==> config.mk <==
export PLATFORM = sky130hd
export DESIGN_NAME = core_launcher_flat
export DESIGN_NICKNAME = d
export VERILOG_FILES = /design/src/rtl/core_launcher_if.sv /design/src/rtl/core_launcher.sv /design/src/flat_wrapper.sv
export SDC_FILE = /design/constraint.sdc
export NUM_CORES = 1
export LEC_CHECK = 0
export BUFFER_PORTS_ARGS = -buffer_cell sky130_fd_sc_hd__buf_2
export CAP_MARGIN = 10
export CORE_ASPECT_RATIO = 0.75
export CORE_MARGIN = 2
export CORE_UTILIZATION = 30
export CTS_CLUSTER_DIAMETER = 40
export CTS_CLUSTER_SIZE = 20
export DETAILED_ROUTE_END_ITERATION = 7
export RECOVER_POWER = 25
export SYNTH_ARGS = -nofsm -noshare
export SYNTH_HDL_FRONTEND = slang
export SYNTH_SLANG_ARGS = --single-unit
==> constraint.sdc <==
create_clock -name clk -period 1.9 [get_ports clk]
set_input_delay 0.095 -clock clk [delete_from_list [all_inputs] [get_ports clk]]
set_output_delay 0.095 -clock clk [all_outputs]
set_load 0.1 [all_outputs]
==> src/rtl/core_launcher_if.sv <==
// Host/core signal bundle for core_launcher.
// master: the launcher itself. slave: the host and the CPU top level it drives.
interface core_launcher_if #(
  parameter int CW = 16
);
  logic          start;
  logic          ack;
  logic          core_done;
  logic          core_reset;
  logic          core_req;
  logic          busy;
  logic          finished;
  logic          timed_out;
  logic [CW-1:0] cycles;
  logic [7:0]    runs;

  modport master (
    input  start, ack, core_done,
    output core_reset, core_req, busy, finished, timed_out, cycles, runs
  );

  modport slave (
    output start, ack, core_done,
    input  core_reset, core_req, busy, finished, timed_out, cycles, runs
  );
endinterface

==> src/rtl/core_launcher.sv <==
// Run sequencer in front of the CPU top level: holds the core in reset,
// pulses req, counts RUN cycles until done, then reports until the host acks.
// Optional watchdog abort is enabled by defining WATCHDOG_EN.
//
// state | meaning
// IDLE  | core held in reset, waiting for start
// CLEAR | core reset held for RST_CYC cycles
// REQ   | single-cycle req to the core
// RUN   | counting cycles, waiting for core_done
// DONE  | run finished, core frozen, waiting for ack
// TOUT  | watchdog abort, core in reset, waiting for ack (WATCHDOG_EN only)
module core_launcher #(
  parameter int CW      = 16,
  parameter int RST_CYC = 2,
  parameter int TMO     = 4095
) (
  input logic             clk,
  input logic             reset,
  core_launcher_if.master bus
);

  localparam int RCW = (RST_CYC > 1) ? $clog2(RST_CYC) : 1;

  if (RST_CYC < 1 || TMO < 1) begin : g_bad_params
    $error("core_launcher: RST_CYC and TMO must be >= 1");
  end
`ifdef WATCHDOG_EN
  if (TMO >= (1 << CW) - 1) begin : g_bad_tmo
    $error("core_launcher: TMO must be below the cycle counter saturation value");
  end
`endif

  typedef enum logic [2:0] {
    S_IDLE  = 3'd0,
    S_CLEAR = 3'd1,
    S_REQ   = 3'd2,
    S_RUN   = 3'd3,
    S_DONE  = 3'd4
`ifdef WATCHDOG_EN
    , S_TOUT = 3'd5
`endif
  } state_t;

  state_t         r_state;
  state_t         w_next;
  logic [RCW-1:0] r_clr_cnt;
  logic [RCW-1:0] w_clr_cnt_next;
  logic [CW-1:0]  r_cycles;
  logic [CW-1:0]  w_cycles_next;
  logic [7:0]     r_runs;
  logic [7:0]     w_runs_next;
  logic           w_next_tout;

  logic r_core_reset;
  logic r_core_req;
  logic r_busy;
  logic r_finished;
  logic r_timed_out;

  // Next-state, clear-timer and counter update logic
  always_comb begin
    w_next         = S_IDLE;
    w_clr_cnt_next = r_clr_cnt;
    w_cycles_next  = r_cycles;
    w_runs_next    = r_runs;
    case (r_state)
      S_IDLE: begin
        if (bus.start) begin
          w_next         = S_CLEAR;
          w_clr_cnt_next = RCW'(RST_CYC - 1);
          w_cycles_next  = '0;
        end else begin
          w_next = S_IDLE;
        end
      end
      S_CLEAR: begin
        if (r_clr_cnt == '0) begin
          w_next = S_REQ;
        end else begin
          w_next         = S_CLEAR;
          w_clr_cnt_next = r_clr_cnt - RCW'(1);
        end
      end
      S_REQ: w_next = S_RUN;
      S_RUN: begin
        if (bus.core_done) begin
          w_next      = S_DONE;
          w_runs_next = r_runs + 8'd1;
        end
`ifdef WATCHDOG_EN
        else if (r_cycles == CW'(TMO)) begin
          w_next = S_TOUT;
        end
`endif
        else begin
          w_next = S_RUN;
          if (r_cycles != '1) begin
            w_cycles_next = r_cycles + CW'(1);
          end
        end
      end
      S_DONE: w_next = bus.ack ? S_IDLE : S_DONE;
`ifdef WATCHDOG_EN
      S_TOUT: w_next = bus.ack ? S_IDLE : S_TOUT;
`endif
      default: w_next = S_IDLE;
    endcase
  end

`ifdef WATCHDOG_EN
  assign w_next_tout = (w_next == S_TOUT);
`else
  assign w_next_tout = 1'b0;
`endif

  // State register with Moore outputs decoded from the next state
  always_ff @(posedge clk or posedge reset) begin
    if (reset) begin
      r_state      <= S_IDLE;
      r_core_reset <= 1'b1;
      r_core_req   <= 1'b0;
      r_busy       <= 1'b0;
      r_finished   <= 1'b0;
      r_timed_out  <= 1'b0;
    end else begin
      r_state      <= w_next;
      r_core_reset <= (w_next == S_IDLE) || (w_next == S_CLEAR) || w_next_tout;
      r_core_req   <= (w_next == S_REQ);
      r_busy       <= (w_next == S_CLEAR) || (w_next == S_REQ) || (w_next == S_RUN);
      r_finished   <= (w_next == S_DONE);
      r_timed_out  <= w_next_tout;
    end
  end

  // Clear timer, cycle counter and completed-run counter
  always_ff @(posedge clk or posedge reset) begin
    if (reset) begin
      r_clr_cnt <= '0;
      r_cycles  <= '0;
      r_runs    <= '0;
    end else begin
      r_clr_cnt <= w_clr_cnt_next;
      r_cycles  <= w_cycles_next;
      r_runs    <= w_runs_next;
    end
  end

  assign bus.core_reset = r_core_reset;
  assign bus.core_req   = r_core_req;
  assign bus.busy       = r_busy;
  assign bus.finished   = r_finished;
  assign bus.timed_out  = r_timed_out;
  assign bus.cycles     = r_cycles;
  assign bus.runs       = r_runs;

endmodule
==> src/flat_wrapper.sv <==
// flat-port wrapper written by rule: the top's interface ports become plain ports
module core_launcher_flat 
#(
  parameter int CW      = 16,
  parameter int RST_CYC = 2,
  parameter int TMO     = 4095
)
  (clk, reset, bus_start, bus_ack, bus_core_done, bus_core_reset, bus_core_req, bus_busy, bus_finished, bus_timed_out, bus_cycles, bus_runs);
  core_launcher_if #(.CW(CW)) bus_i ();
  input logic clk;
  input logic reset;
  input wire logic [$bits(bus_i.start)-1:0] bus_start;
  input wire logic [$bits(bus_i.ack)-1:0] bus_ack;
  input wire logic [$bits(bus_i.core_done)-1:0] bus_core_done;
  output wire logic [$bits(bus_i.core_reset)-1:0] bus_core_reset;
  output wire logic [$bits(bus_i.core_req)-1:0] bus_core_req;
  output wire logic [$bits(bus_i.busy)-1:0] bus_busy;
  output wire logic [$bits(bus_i.finished)-1:0] bus_finished;
  output wire logic [$bits(bus_i.timed_out)-1:0] bus_timed_out;
  output wire logic [$bits(bus_i.cycles)-1:0] bus_cycles;
  output wire logic [$bits(bus_i.runs)-1:0] bus_runs;
  assign bus_i.start = bus_start;
  assign bus_i.ack = bus_ack;
  assign bus_i.core_done = bus_core_done;
  assign bus_core_reset = bus_i.core_reset;
  assign bus_core_req = bus_i.core_req;
  assign bus_busy = bus_i.busy;
  assign bus_finished = bus_i.finished;
  assign bus_timed_out = bus_i.timed_out;
  assign bus_cycles = bus_i.cycles;
  assign bus_runs = bus_i.runs;
  core_launcher #(.CW(CW), .RST_CYC(RST_CYC), .TMO(TMO)) u_core (.clk(clk), .reset(reset), .bus(bus_i));
endmodule
; ---- Word-level counts from Yosys, hierarchy flattened
; Index checks and enable logic that the tools add are counted.
[totals]
word_cells = 45
inputBits = 5
out_inout_bits = 29
ff_bits = 32
[classes]
n_addsub = 3
eq_ne = 12
reduce_logical = 10
mux = 12
[op_table]
columns = operator, n
row1 = $mux W16, 3
row2 = $pmux W16 S2, 1
row3 = $add A16 B1 Y16 const B, 1
row4 = $ne A16 B16 Y1 const B, 1
row5 = $pmux W3 S5, 1
row6 = $eq A3 B2 Y1 const B, 4
row7 = $add A8 B1 Y8 const B, 1
row8 = $eq A3 B1 Y1 const B, 2
row9 = $eq A3 B3 Y1 const B, 2
row10 = $logic_not A3 Y1, 2
row11 = $mux W3, 2
row12 = $ne A2 B2 Y1 const B, 2
row13 = $reduce_and A2 Y1, 2
row14 = $reduce_and A4 Y1, 1
row15 = $reduce_bool A2 Y1, 2
row16 = $logic_or A1 B1 Y1, 3
row17 = $mux W1, 3
row18 = $mux W2, 1
row19 = $ne A2 B1 Y1 const B, 1
row20 = $pmux W1 S2, 1
row21 = $sub A1 B1 Y1 const B, 1

; ---- Logic depth before layout (Yosys ltp)
[logic_depth]
word_depth = 5
mapped_depth = 6
mapped_depth_nobuf = 5

; ---- Least setup slack after synthesis
; Ideal clock, no wire load.
[synth_timing]
path_kind = register to register
startpoint = register u_core.r_cycles[11] (netlist: u_core.bus.cycles[11])
endpoint = register u_core.r_cycles[10] (netlist: u_core.bus.cycles[10])
required_time_ns = 1.725
stages_incl_launch_ff = 5
t_arrival_ns = 2.195
n_path_buf = 0
slack_ns = -0.469
synth_period_minus_slack_ns = 2.369
setup_ns = 0.175
cell_sequence = dfrtp_1 -> nand3_1 -> or4_4 -> a41oi_1 -> a31oi_1
[synth_via]
elab_chain_cells = 3
[synth_lines]
columns = item, line
row1 = "start, declared", core_launcher.sv:48  ; logic [CW-1:0] r_cycles;
row2 = "start signal, assigned", core_launcher.sv:143  ; r_cycles <= w_cycles_next;
row3 = $ne A16 B16 Y1, core_launcher.sv:97  ; if (r_cycles != '1) begin
row4 = $ne A2 B1 Y1 (no source line), -
row5 = $reduce_and A4 Y1 (no source line), -
; Every way passes these cells.
; A chain may end at the register's enable or synchronous reset.

; ---- Final worst setup path
[layout_timing]
startpoint = register u_core.r_cycles[12] (netlist: u_core.bus.cycles[12])
endpoint = register u_core.r_cycles[2] (netlist: u_core.bus.cycles[2])
; The elaborated chain is that of the path after synthesis.

==> out/metrics.yaml <==
fp.dieH_um: 69.9
cts_root_buf: "clkbuf_8"
core_area_mm2: 0.00547
area.growth.synth_to_final_pct: 25.1
fin_nets: 225
skew_ns: 0.00280
track_usage: 0.132
worst_ep_required_time_ns: 2.07
cts_made_buffers: 5
fillers: 572
worstHoldPathType: "in -> reg"
synth_top_family_by_area: "simple AND/OR/NAND/NOR gates"
cellLeakagePower_nw: 0.924
max_slew_margin: 0.470
antenna_found_initial: 0
dieArea_mm2: 0.00642
dp_hpwl_mm: 2.95
multiInputGateArea_um2: 861
worst_ep_arrival_time_ns: 1.96
io_pins: 34
final_area_mm2: 0.00217
ys_types: 53
start_util: 0.318
post-route-period-util: 0.944
port_buffers: 32
clkTransAtPathRegs_ns: 0.07
ys_ff_latch: 32
synthSimpleGateAreaFrac: 0.235
avgSynthCellArea_um2: 9.93
fmax_mhz: 557
end_kind: "register"
rows: 23
hold_viol: 0
crit_type: "reg -> reg"
cp_max_fo: 7
synth_area_mm2: 0.00174
grt_pass1_wl_mm: 6.66
fin_ws_ns: 0.106
synth_xor_area_frac: 0.0353
htree_num_levels: 2
drtPass1Iterations: 4
grt_pass1_vias: 1344
cp-start-kind: "register"
drt_iter0_markers: 59
overflow: 0
setup_viol: 0
place_area_mm2: 0.00205
diodes: 0
wl_mm: 4.16
grt_max_degree: 33
tightest_slew_ns: 0.795
fp.dieW_um: 91.9
clk_latency_ns: 0.28
clock_path_buffers: 2
cts_tree: "done"
drive_gt1_frac: 0.356
synthCells: 175
cap_violations: 0
synthArstFlopShare: 1.00
peakVddDrop_mv: 0.635
route.vias.total: 1461
ys.warnings.count: 0
clkSinkCount: 32
synthAdderAreaFrac: 0.0144
slew_violations: 0
grt_setup_unrepaired: "yes"
ys.flop_type: "dfrtp_1"
regArea_um2: 842
synth_edf_count: 0
routedWlPerCell_um: 14.2
tns_ns: 0
syn-num-nets: 182
final_antenna_net_count: 0
layout_commonest_cell: "buf_2"
vias_per_cell: 4.97
pre_cts_ws_ns: -0.0438
synth_compound_area_frac: 0.174
status: "completed"
muxShareOfSynthArea: 0.0238
power-per-cell-area_mw_per_mm2: 1770
final_cell_mix: "32 x buf_2, 15 x dfrtp_1, 14 x nor2_1"
seq_area_frac_synth: 0.461
drc: 0
finalWorstPathRequiredPeriod_ns: 1.79
place.gp.congestion: 0.791
==> where the power goes <==
part	switching, mW	leakage (nW)	internal, mW	total [mW]
registers	0.230	0.390	0.928	1.16
logic	1.69	0.489	0.461	2.15
clock network	0.249	0.0455	0.295	0.545
==> registers in the layout, summed over array words and instances (netlist names) <==
| name | count |
|---|---|
| u_core.r_state | 3 |
| u_core.bus.runs | 8 |
| u_core.bus.busy | 1 |
| u_core.bus.core_reset | 1 |
| u_core.r_clr_cnt | 1 |
| u_core.bus.cycles | 16 |
| u_core.bus.finished | 1 |
| u_core.bus.core_req | 1 |
==> logic make-up after synthesis <==
family | after synthesis
simple gates | 70
flops | 32
mux | 4
buf+inv | 18
fa+ha+maj | 2
xor+xnor | 7
other cells | 1
compound gates | 41
==> cell usage after synthesis, types with 3 or more instances <==
cell	n	share of area
o211ai_1	5	0.022
a21oi_1	5	0.014
nor3_1	3	0.0086
buf_2	3	0.0086
a21o_1	3	0.013
nand3_1	11	0.032
nor2_1	14	0.030
nand4_1	7	0.025
mux2i_1	3	0.017
dfrtp_1	31	0.45
xnor2_1	7	0.035
a22o_1	3	0.015
o21ai_0	5	0.014
a31oi_1	4	0.014
inv_1	10	0.022
and3_1	5	0.018
nand2_1	11	0.024
==> through the flow <==
| step | total power, mW | hold WS (ns) | cells | utilization |
|---|---|---|---|---|
| after floorplan | 2.97 | 0.179 | 175 | - |
| after global placement | 3.30 | 0.207 | 284 | 0.375 |
| after detailed placement | 3.32 | 0.214 | 284 | 0.375 |
| after CTS | 3.89 | 0.000226 | 293 | 0.395 |
| after global routing | 4.07 | 0.0120 | 294 | 0.398 |
| final | 3.85 | 0.00959 | 294 | 0.398 |
==> worst max-delay path: stages, from the launching register on <==
cell,delay [ns]
dfrtp_4,0.45
nand3_1,0.21
nor4_4,0.56
a21oi_1,0.22
a22o_1,0.24
==> repair_timing <==
item / in CTS / in global routing
endpoints found under the hold margin: 31 / 0
setup buffers: 0 / 1
hold buffers: 1 / 0
pin swaps: 0 / 1
setup endpoints to repair: 1 / 5
resized for setup: 1 / 2
==> layout make-up <==
type / count / area share
Multi-Input combinational cell: 125 / 0.396
Timing Repair Buffer: 44 / 0.115
Sequential cell: 32 / 0.387
Inverter: 10 / 0.0173
Tap cell: 75 / 0.0432
Clock buffer: 8 / 0.0414
==> layer usage <==
layer  GRT usage  routed length, µm  vias to the layer above
met2       0.181               1740                       23
met4      0.0398                 34                        0
met5           0                  0                        -
li1            -                  -                      744
met1       0.197               2220                      689
met3      0.0378                163                        5
==> path summary, 6_finish.rpt <==
kind	from	end	slack [ns]	depth (start not counted)
max	u_core.bus.cycles[12]	u_core.bus.cycles[2]	0.11	4
min reg2reg	u_core.r_clr_cnt	u_core.bus.core_req	0.46	1
min in group asynchronous	reset	u_core.bus.cycles[10]	0.58	4
max reg2reg	u_core.bus.cycles[12]	u_core.bus.cycles[2]	0.11	4
max in group asynchronous	reset	u_core.bus.cycles[1]	0.73	4
min	bus_ack	u_core.bus.finished	0.01	2
Note: power is estimated with default switching activity, not from simulation.
